**config.mk**
```make
export PLATFORM = sky130hd
export DESIGN_NAME = hilo_div_unit
export DESIGN_NICKNAME = d
export VERILOG_FILES = /design/src/rtl/hilo_div_unit.sv
export SDC_FILE = /design/constraint.sdc
export NUM_CORES = 1
export LEC_CHECK = 0
export BUFFER_PORTS_ARGS = -buffer_cell sky130_fd_sc_hd__buf_2
export CAP_MARGIN = 10
export CORE_UTILIZATION = 35
export CTS_CLUSTER_SIZE = 25
export DETAILED_ROUTE_END_ITERATION = 10
export PLACE_DENSITY = 0.55
export SLEW_MARGIN = 5
export SYNTH_ARGS = -nofsm -noshare
export SYNTH_HDL_FRONTEND = slang
export SYNTH_SLANG_ARGS = --single-unit
```
**constraint.sdc**
```tcl
create_clock -name clk -period 6.5 [get_ports clk]
set_clock_uncertainty 0.1 [all_clocks]
set_input_delay 0.65 -clock clk [delete_from_list [all_inputs] [get_ports clk]]
set_output_delay 0.65 -clock clk [all_outputs]
set_load 0.02 [all_outputs]
```
**src/rtl/hilo_div_unit.sv**
```systemverilog
// Iterative radix-2 restoring divider for div/divu. Quotient goes to LO, remainder to HI.
// One quotient bit per cycle. A divisor of zero short-circuits to a single-cycle result.
module hilo_div_unit #(
    parameter int unsigned WIDTH = 32
) (
    input  logic             clk,
    input  logic             rst_n,
    input  logic [1:0]       i_divide,
    input  logic             i_flush,
    input  logic [WIDTH-1:0] i_dividend,
    input  logic [WIDTH-1:0] i_divisor,
    output logic [WIDTH-1:0] o_quotient,
    output logic [WIDTH-1:0] o_remainder,
    output logic             o_busy,
    output logic             o_done,
    output logic             o_div_by_zero
);

    localparam int unsigned CntW = (WIDTH > 1) ? $clog2(WIDTH) : 1;

    typedef enum logic [1:0] {StIdle, StCalc, StFix} state_e;

    state_e           r_state,     w_state;
    logic [CntW-1:0]  r_cnt,       w_cnt;
    logic [WIDTH-1:0] r_rem,       w_rem;
    logic [WIDTH-1:0] r_quo,       w_quo;
    logic [WIDTH-1:0] r_dvs,       w_dvs;
    logic             r_q_neg,     w_q_neg;
    logic             r_r_neg,     w_r_neg;
    logic             r_zero,      w_zero;
    logic [WIDTH-1:0] r_quotient,  w_quotient;
    logic [WIDTH-1:0] r_remainder, w_remainder;
    logic             r_done,      w_done;
    logic             r_dbz,       w_dbz;

    logic             w_signed;
    logic             w_a_neg;
    logic             w_b_neg;
    logic [WIDTH-1:0] w_a_mag;
    logic [WIDTH-1:0] w_b_mag;
    logic [WIDTH:0]   w_trial;

    always_comb begin
        w_signed = i_divide[0];
        w_a_neg  = w_signed & i_dividend[WIDTH-1];
        w_b_neg  = w_signed & i_divisor[WIDTH-1];
        w_a_mag  = w_a_neg ? (~i_dividend + 1'b1) : i_dividend;
        w_b_mag  = w_b_neg ? (~i_divisor + 1'b1) : i_divisor;
        // Shifted partial remainder keeps its carry-out bit so divisors >= 2^(WIDTH-1) work.
        w_trial  = {r_rem, r_quo[WIDTH-1]} - {1'b0, r_dvs};
    end

    always_comb begin
        w_state     = r_state;
        w_cnt       = r_cnt;
        w_rem       = r_rem;
        w_quo       = r_quo;
        w_dvs       = r_dvs;
        w_q_neg     = r_q_neg;
        w_r_neg     = r_r_neg;
        w_zero      = r_zero;
        w_quotient  = r_quotient;
        w_remainder = r_remainder;
        w_dbz       = r_dbz;
        w_done      = 1'b0;

        if (i_flush) begin
            w_state = StIdle;
        end else begin
            unique case (r_state)
                StIdle: begin
                    if (i_divide[1]) begin
                        if (i_divisor == '0) begin
                            w_state = StFix;
                            w_zero  = 1'b1;
                            w_rem   = i_dividend;
                        end else begin
                            w_state = StCalc;
                            w_zero  = 1'b0;
                            w_rem   = '0;
                            w_quo   = w_a_mag;
                            w_dvs   = w_b_mag;
                            w_q_neg = w_a_neg ^ w_b_neg;
                            w_r_neg = w_a_neg;
                            w_cnt   = CntW'(WIDTH - 1);
                            w_dbz   = 1'b0;
                        end
                    end
                end
                StCalc: begin
                    w_quo = {r_quo[WIDTH-2:0], ~w_trial[WIDTH]};
                    w_rem = w_trial[WIDTH] ? {r_rem[WIDTH-2:0], r_quo[WIDTH-1]}
                                           : w_trial[WIDTH-1:0];
                    if (r_cnt == '0) begin
                        w_state = StFix;
                    end else begin
                        w_cnt = r_cnt - 1'b1;
                    end
                end
                StFix: begin
                    w_state = StIdle;
                    w_done  = 1'b1;
                    if (r_zero) begin
                        w_quotient  = '1;
                        w_remainder = r_rem;
                        w_dbz       = 1'b1;
                    end else begin
                        w_quotient  = r_q_neg ? (~r_quo + 1'b1) : r_quo;
                        w_remainder = r_r_neg ? (~r_rem + 1'b1) : r_rem;
                    end
                end
                default: w_state = StIdle;
            endcase
        end
    end

    always_ff @(posedge clk or negedge rst_n) begin
        if (!rst_n) begin
            r_state     <= StIdle;
            r_cnt       <= '0;
            r_rem       <= '0;
            r_quo       <= '0;
            r_dvs       <= '0;
            r_q_neg     <= 1'b0;
            r_r_neg     <= 1'b0;
            r_zero      <= 1'b0;
            r_quotient  <= '0;
            r_remainder <= '0;
            r_done      <= 1'b0;
            r_dbz       <= 1'b0;
        end else begin
            r_state     <= w_state;
            r_cnt       <= w_cnt;
            r_rem       <= w_rem;
            r_quo       <= w_quo;
            r_dvs       <= w_dvs;
            r_q_neg     <= w_q_neg;
            r_r_neg     <= w_r_neg;
            r_zero      <= w_zero;
            r_quotient  <= w_quotient;
            r_remainder <= w_remainder;
            r_done      <= w_done;
            r_dbz       <= w_dbz;
        end
    end

    assign o_quotient    = r_quotient;
    assign o_remainder   = r_remainder;
    assign o_busy        = (r_state != StIdle);
    assign o_done        = r_done;
    assign o_div_by_zero = r_dbz;

endmodule

```
# Word-level counts from Yosys, hierarchy flattened
# Cells that the tools add are included.
# W data, S select, Z words.
[word_totals]
regBits = 172
inputBits = 69
out_inout_bits = 67
elab_cells = 79
[classes]
n_addsub = 6
n_eq_ne = 8
muxes = 29
n_bitwise = 10
n_reduce_logical = 14
[ops]
columns = ["op", "count"]
rows = [
  ["$mux W32", 11],
  ["$add A32 B1 Y32 const B", 4],
  ["$not A32 Y32", 4],
  ["$pmux W32 S2", 2],
  ["$sub A33 B32 Y33", 1],
  ["$logic_not A32 Y1", 1],
  ["$mux W5", 3],
  ["$pmux W5 S2", 1],
  ["$reduce_and A5 Y1", 2],
  ["$mux W2", 4],
  ["$ne A2 B2 Y1 const B", 4],
  ["$reduce_and A4 Y1", 2],
  ["$mux W1", 6],
  ["$ne A3 B3 Y1 const B", 2],
  ["$reduce_and A3 Y1", 2],
  ["$reduce_bool A2 Y1", 3],
  ["$logic_not A5 Y1", 1],
  ["$sub A5 B1 Y5 const B", 1],
  ["$pmux W2 S2", 1],
  ["$reduce_and A2 Y1", 2],
  ["$not A1 Y1", 3],
  ["$and A1 B1 Y1", 2],
  ["$eq A2 B1 Y1 const B", 1],
  ["$eq A2 B2 Y1 const B", 1],
  ["other kinds (3)", 3],
]

# Logic depth before layout (Yosys ltp)
[logic_depth]
word_depth = 6
ltp_mapped = 13
depth_no_buf = 12

# Worst setup path after synthesis
# OpenSTA, ideal clock, no wires.
[synth_path]
path_type = "register to register"
from = "register r_quo[31]"
to = "register r_rem[22]"
setup_time_ps = 134
arrival_time_ps = 2864
setup_slack_ps = 3402
path_stages_with_launch = 14
n_path_buf = 1
synth_period_minus_slack_ps = 3098
cell_sequence = "dfrtp_1 -> inv_1 -> ha_1 -> fa_1 -> nand2b_1 -> a21oi_1 -> o21ai_0 -> a211oi_1 -> nor4_2 -> o21a_1 -> nor2_4 -> buf_2 -> mux2i_1 -> o21ai_0"
[synth_between]
elab_chain_cells = 3
[synth_lines]
columns = ["item", "line_no", "text"]
rows = [
  ["from (decl)", "26", "logic [WIDTH-1:0] r_quo, w_quo;"],
  ["from (signal assigned)", "135", "r_quo <= w_quo;"],
  ["$sub A33 B32 Y33", "50", "w_trial = {r_rem, r_quo[WIDTH-1]} - {1'b0, r_dvs};"],
  ["$mux W32", "92", "w_rem = w_trial[WIDTH] ? {r_rem[WIDTH-2:0], r_quo[WIDTH-1]}"],
  ["$pmux W32 S2", "70", "unique case (r_state)"],
  ["to (signal assigned)", "134", "r_rem <= w_rem;"],
  ["to (decl)", "25", "logic [WIDTH-1:0] r_rem, w_rem;"],
]
# Every way passes these cells.
# A chain may end at the register's enable or synchronous reset.

# Worst setup path in the final report
[layout_path]
from = "register r_quo[31]"
to = "register r_rem[31]"
# The elaborated chain is that of the path after synthesis.

==> metrics.md <==
| Metric | Value |
|---|---|
| Status | `finished clean` |
| WP data required | `6.76 ns` |
| Initial antenna violation count | `3` |
| CTS tree | `built` |
| Multi-input logic area | `6740 um2` |
| Pin count of the biggest net entering global routing | `88` |
| CTS H-tree lvls | `4` |
| Post-synth EDFFs | `0` |
| Starting Density | `35.5%` |
| CP Max Fanout | `17` |
| Placement-stage worst setup slack | `1.81 ns` |
| Routed len/inst | `18.1 um` |
| Psw | `2.04 mW` |
| Vias | `10600` |
| Hold slack | `0.373 ns` |
| CP endpoint kind | `flop` |
| Final core utilization | `40.5%` |
| Clock transition at path regs | `0.07 ns` |
| RSZ-0062 raised after global routing | `false` |
| Crit Path Class | `reg -> reg` |
| FF+latch count, synth | `172` |
| Final RePlAce weighted congestion | `0.935` |
| Distinct cells, synth | `64` |
| Logic pwr share | `43.1%` |
| First-pass GRT wire length | `56200 um` |
| IO Count | `136` |
| Pre-Repair DR Iteration Count | `5` |
| Worst hold path class | `reg -> reg` |
| Final setup fails | `0` |
| Num CTS Buffers | `17` |
| Vias per cell | `5.35` |
| NumNets Final | `1627` |
| Period Utilization, post-route | `74.6%` |
| Sw Share | `43.3%` |
| I/O Buffers | `135` |
| VDD IR max | `209 uV` |
| Filler cells | `3412` |
| Antenna viol nets, final | `0` |
| Post-route cell area | `13200 um2` |
| Setup total negative slack | `0 ns` |
| Rel. slew slack | `25.2%` |
| Postcts setup bufs | `0` |
| Int Pwr | `2.67 mW` |
| Post-Syn Area | `11600 um2` |
| DRT iter0 DRCs | `814` |
| Post-Layout Cell Count | `1977` |
| Width of the die | `184 um` |
| Clock sinks | `172` |
| Max-cap violation count | `0` |
| Rows | `66` |
| Post-Route WL | `35700 um` |
| Post-placement cell area | `12600 um2` |
| Tmin final | `4.85 ns` |
| Asr flop ratio synth | `100%` |
| Worst Setup Start Kind | `flop` |
| Yosys Warn Count | `0` |
| Worst EP arrival | `5.12 ns` |
| Most used DFF post-synth | `dfrtp_1` |
| Vias in the first global route | `9948` |
| Inst Count DP | `1940` |
| Max-slew violations | `0` |
| Avg Inst Size Synth | `8.08 um2` |
| Layout cells sized above 1 | `13.0%` |
| Total GRT Usage | `21.5%` |
| DRC violations left | `0` |
| Worst-Skew Late Latency | `0.45 ns` |
| Clock group share of total power | `21.8%` |
| Hold Buf Count CTS | `1` |
| Syn Inst Count | `1431` |
| Synthesized netlist net count | `1539` |
| Power Dens Cells | `357 nW/um2` |
| P&R area growth vs syn | `13.8%` |
| Reg power frac | `35.1%` |
| Die ar. | `33800 um2` |
| Final count of hold timing violations | `0` |
| Clock Path Buffers | `2` |
| Worst-margin pin slew | `1.11 ns` |
| Final WS setup | `1.65 ns` |
| Resized cells post-CTS | `0` |
| Max Fclk | `206 MHz` |
| Grt ovf | `0` |
| Total power | `4.71 mW` |
| Leak | `5.82 nW` |
| DP HPWL | `26800 um` |
| Part of the Yosys area used for sequential elements | `37.2%` |
| Core Region | `32500 um2` |
| Reg area | `4300 um2` |
| Chip Height | `184 um` |
| Clock root cell | `clkbuf_16` |
kinds of logic after synthesis:
family / after synthesis / share of synthesized area [%]
AO/OA/AOI/OAI: 452 / 22.4
XOR/XNOR: 144 / 10.9
adder cells (fa/ha/maj): 39 / 4.28
buffers and inverters: 132 / 4.63
flip-flops: 172 / 37.2
multiplexers: 14 / 1.23
AND/OR/NAND/NOR: 478 / 19.3
worst max-delay path, stage by stage, from the launching register on:
cell and delay, ns:
dfrtp_1 0.39, inv_1 0.08, ha_1 0.23, fa_1 0.38, nand2b_1 0.20, a21oi_1 0.23
o21ai_0 0.19, a211oi_1 0.50, nor4_2 0.15, o21ai_0 0.89, nand2_1 0.77, a311o_1 0.50
a32oi_1 0.17
state kept, by name, summed over array words and instances, names as in the netlist, 2 cells and up:
| name | cells |
|---|---|
| r_rem | 32 |
| r_cnt | 5 |
| o_remainder | 32 |
| o_quotient | 32 |
| r_quo | 32 |
| r_dvs | 32 |
| r_state | 2 |
final timing paths:
check / endpoint / cells past startpoint / start / slack, ns
max: r_rem[31] / 12 / r_quo[31] / 1.65
max reg2reg: r_rem[31] / 12 / r_quo[31] / 1.65
min: o_remainder[16] / 2 / o_remainder[16] / 0.37
max in group asynchronous: r_dvs[10] / 3 / rst_n / 4.47
min in group asynchronous: o_quotient[8] / 2 / rst_n / 0.55
min reg2reg: o_remainder[16] / 2 / o_remainder[16] / 0.37
cells in the final DEF (no fill, tap or decap), types with 10 or more instances in the layout:
cell       netlist  layout
a21o_1          16      16
a21oi_1        188     188
a31oi_1         21      21
and3_1          14      14
buf_2           11     134
clkbuf_16        0      17
dfrtp_1        172     172
ha_1            38      38
inv_1           54      54
mux2i_1         12      12
nand2_1        158     157
nand2b_1        13      12
nand3_1         29      29
nand4_1         10      10
nor2_1         147     147
nor3_1          33      33
nor4_1          12      12
o21ai_0        137     136
o31ai_1         28      28
o41ai_1         12      12
or3_1           16      16
or4_1           10      10
xnor2_1         61      61
xor2_1          83      83
Yosys cell counts (13+ instances only):
cell	n	share of area (%)
a21oi_1	188	8.1
dfrtp_1	172	37
nand2_1	158	5.1
nor2_1	147	4.8
o21ai_0	137	5.9
xor2_1	83	6.3
xnor2_1	61	4.6
clkbuf_1	54	1.8
inv_1	54	1.8
ha_1	38	4.1
nor3_1	33	1.4
nand3_1	29	1.3
o31ai_1	28	1.8
a31oi_1	21	1.1
a21o_1	16	1.0
or3_1	16	0.87
and3_1	14	0.76
nand2b_1	13	0.70
layout make-up:
class                      instances  share of cell area (%)
antenna                            3                  0.0570
multi-input combinational       1127                    51.2
clock buffer                      20                    3.47
inverter                          55                    1.57
sequential                       172                    32.7
timing repair buffer             146                    5.92
tap                              442                    4.20
clock inverter                    12                   0.856
per-layer routing:
metal  part of all wire [%]  track usage, %  vias up
met3                    5.0            2.91       47
met2                     44            32.9      286
met4                    2.1            6.77        0
met1                     49            31.1     5038
met5                      0               0        -
li1                       -               -     5211
power by group through the flow:
stage	combinational (mW)	clock [mW]	sequential [mW]
6_report	2.03	1.03	1.65
5_1_grt	2.26	1.09	1.69
4_1_cts	2.03	1.05	1.65
3_5_place_dp	2.02	0	1.67
3_3_place_gp	2.01	0	1.66
2_1_floorplan	1.26	0	1.78
Note: power is estimated with default switching activity, not from simulation.
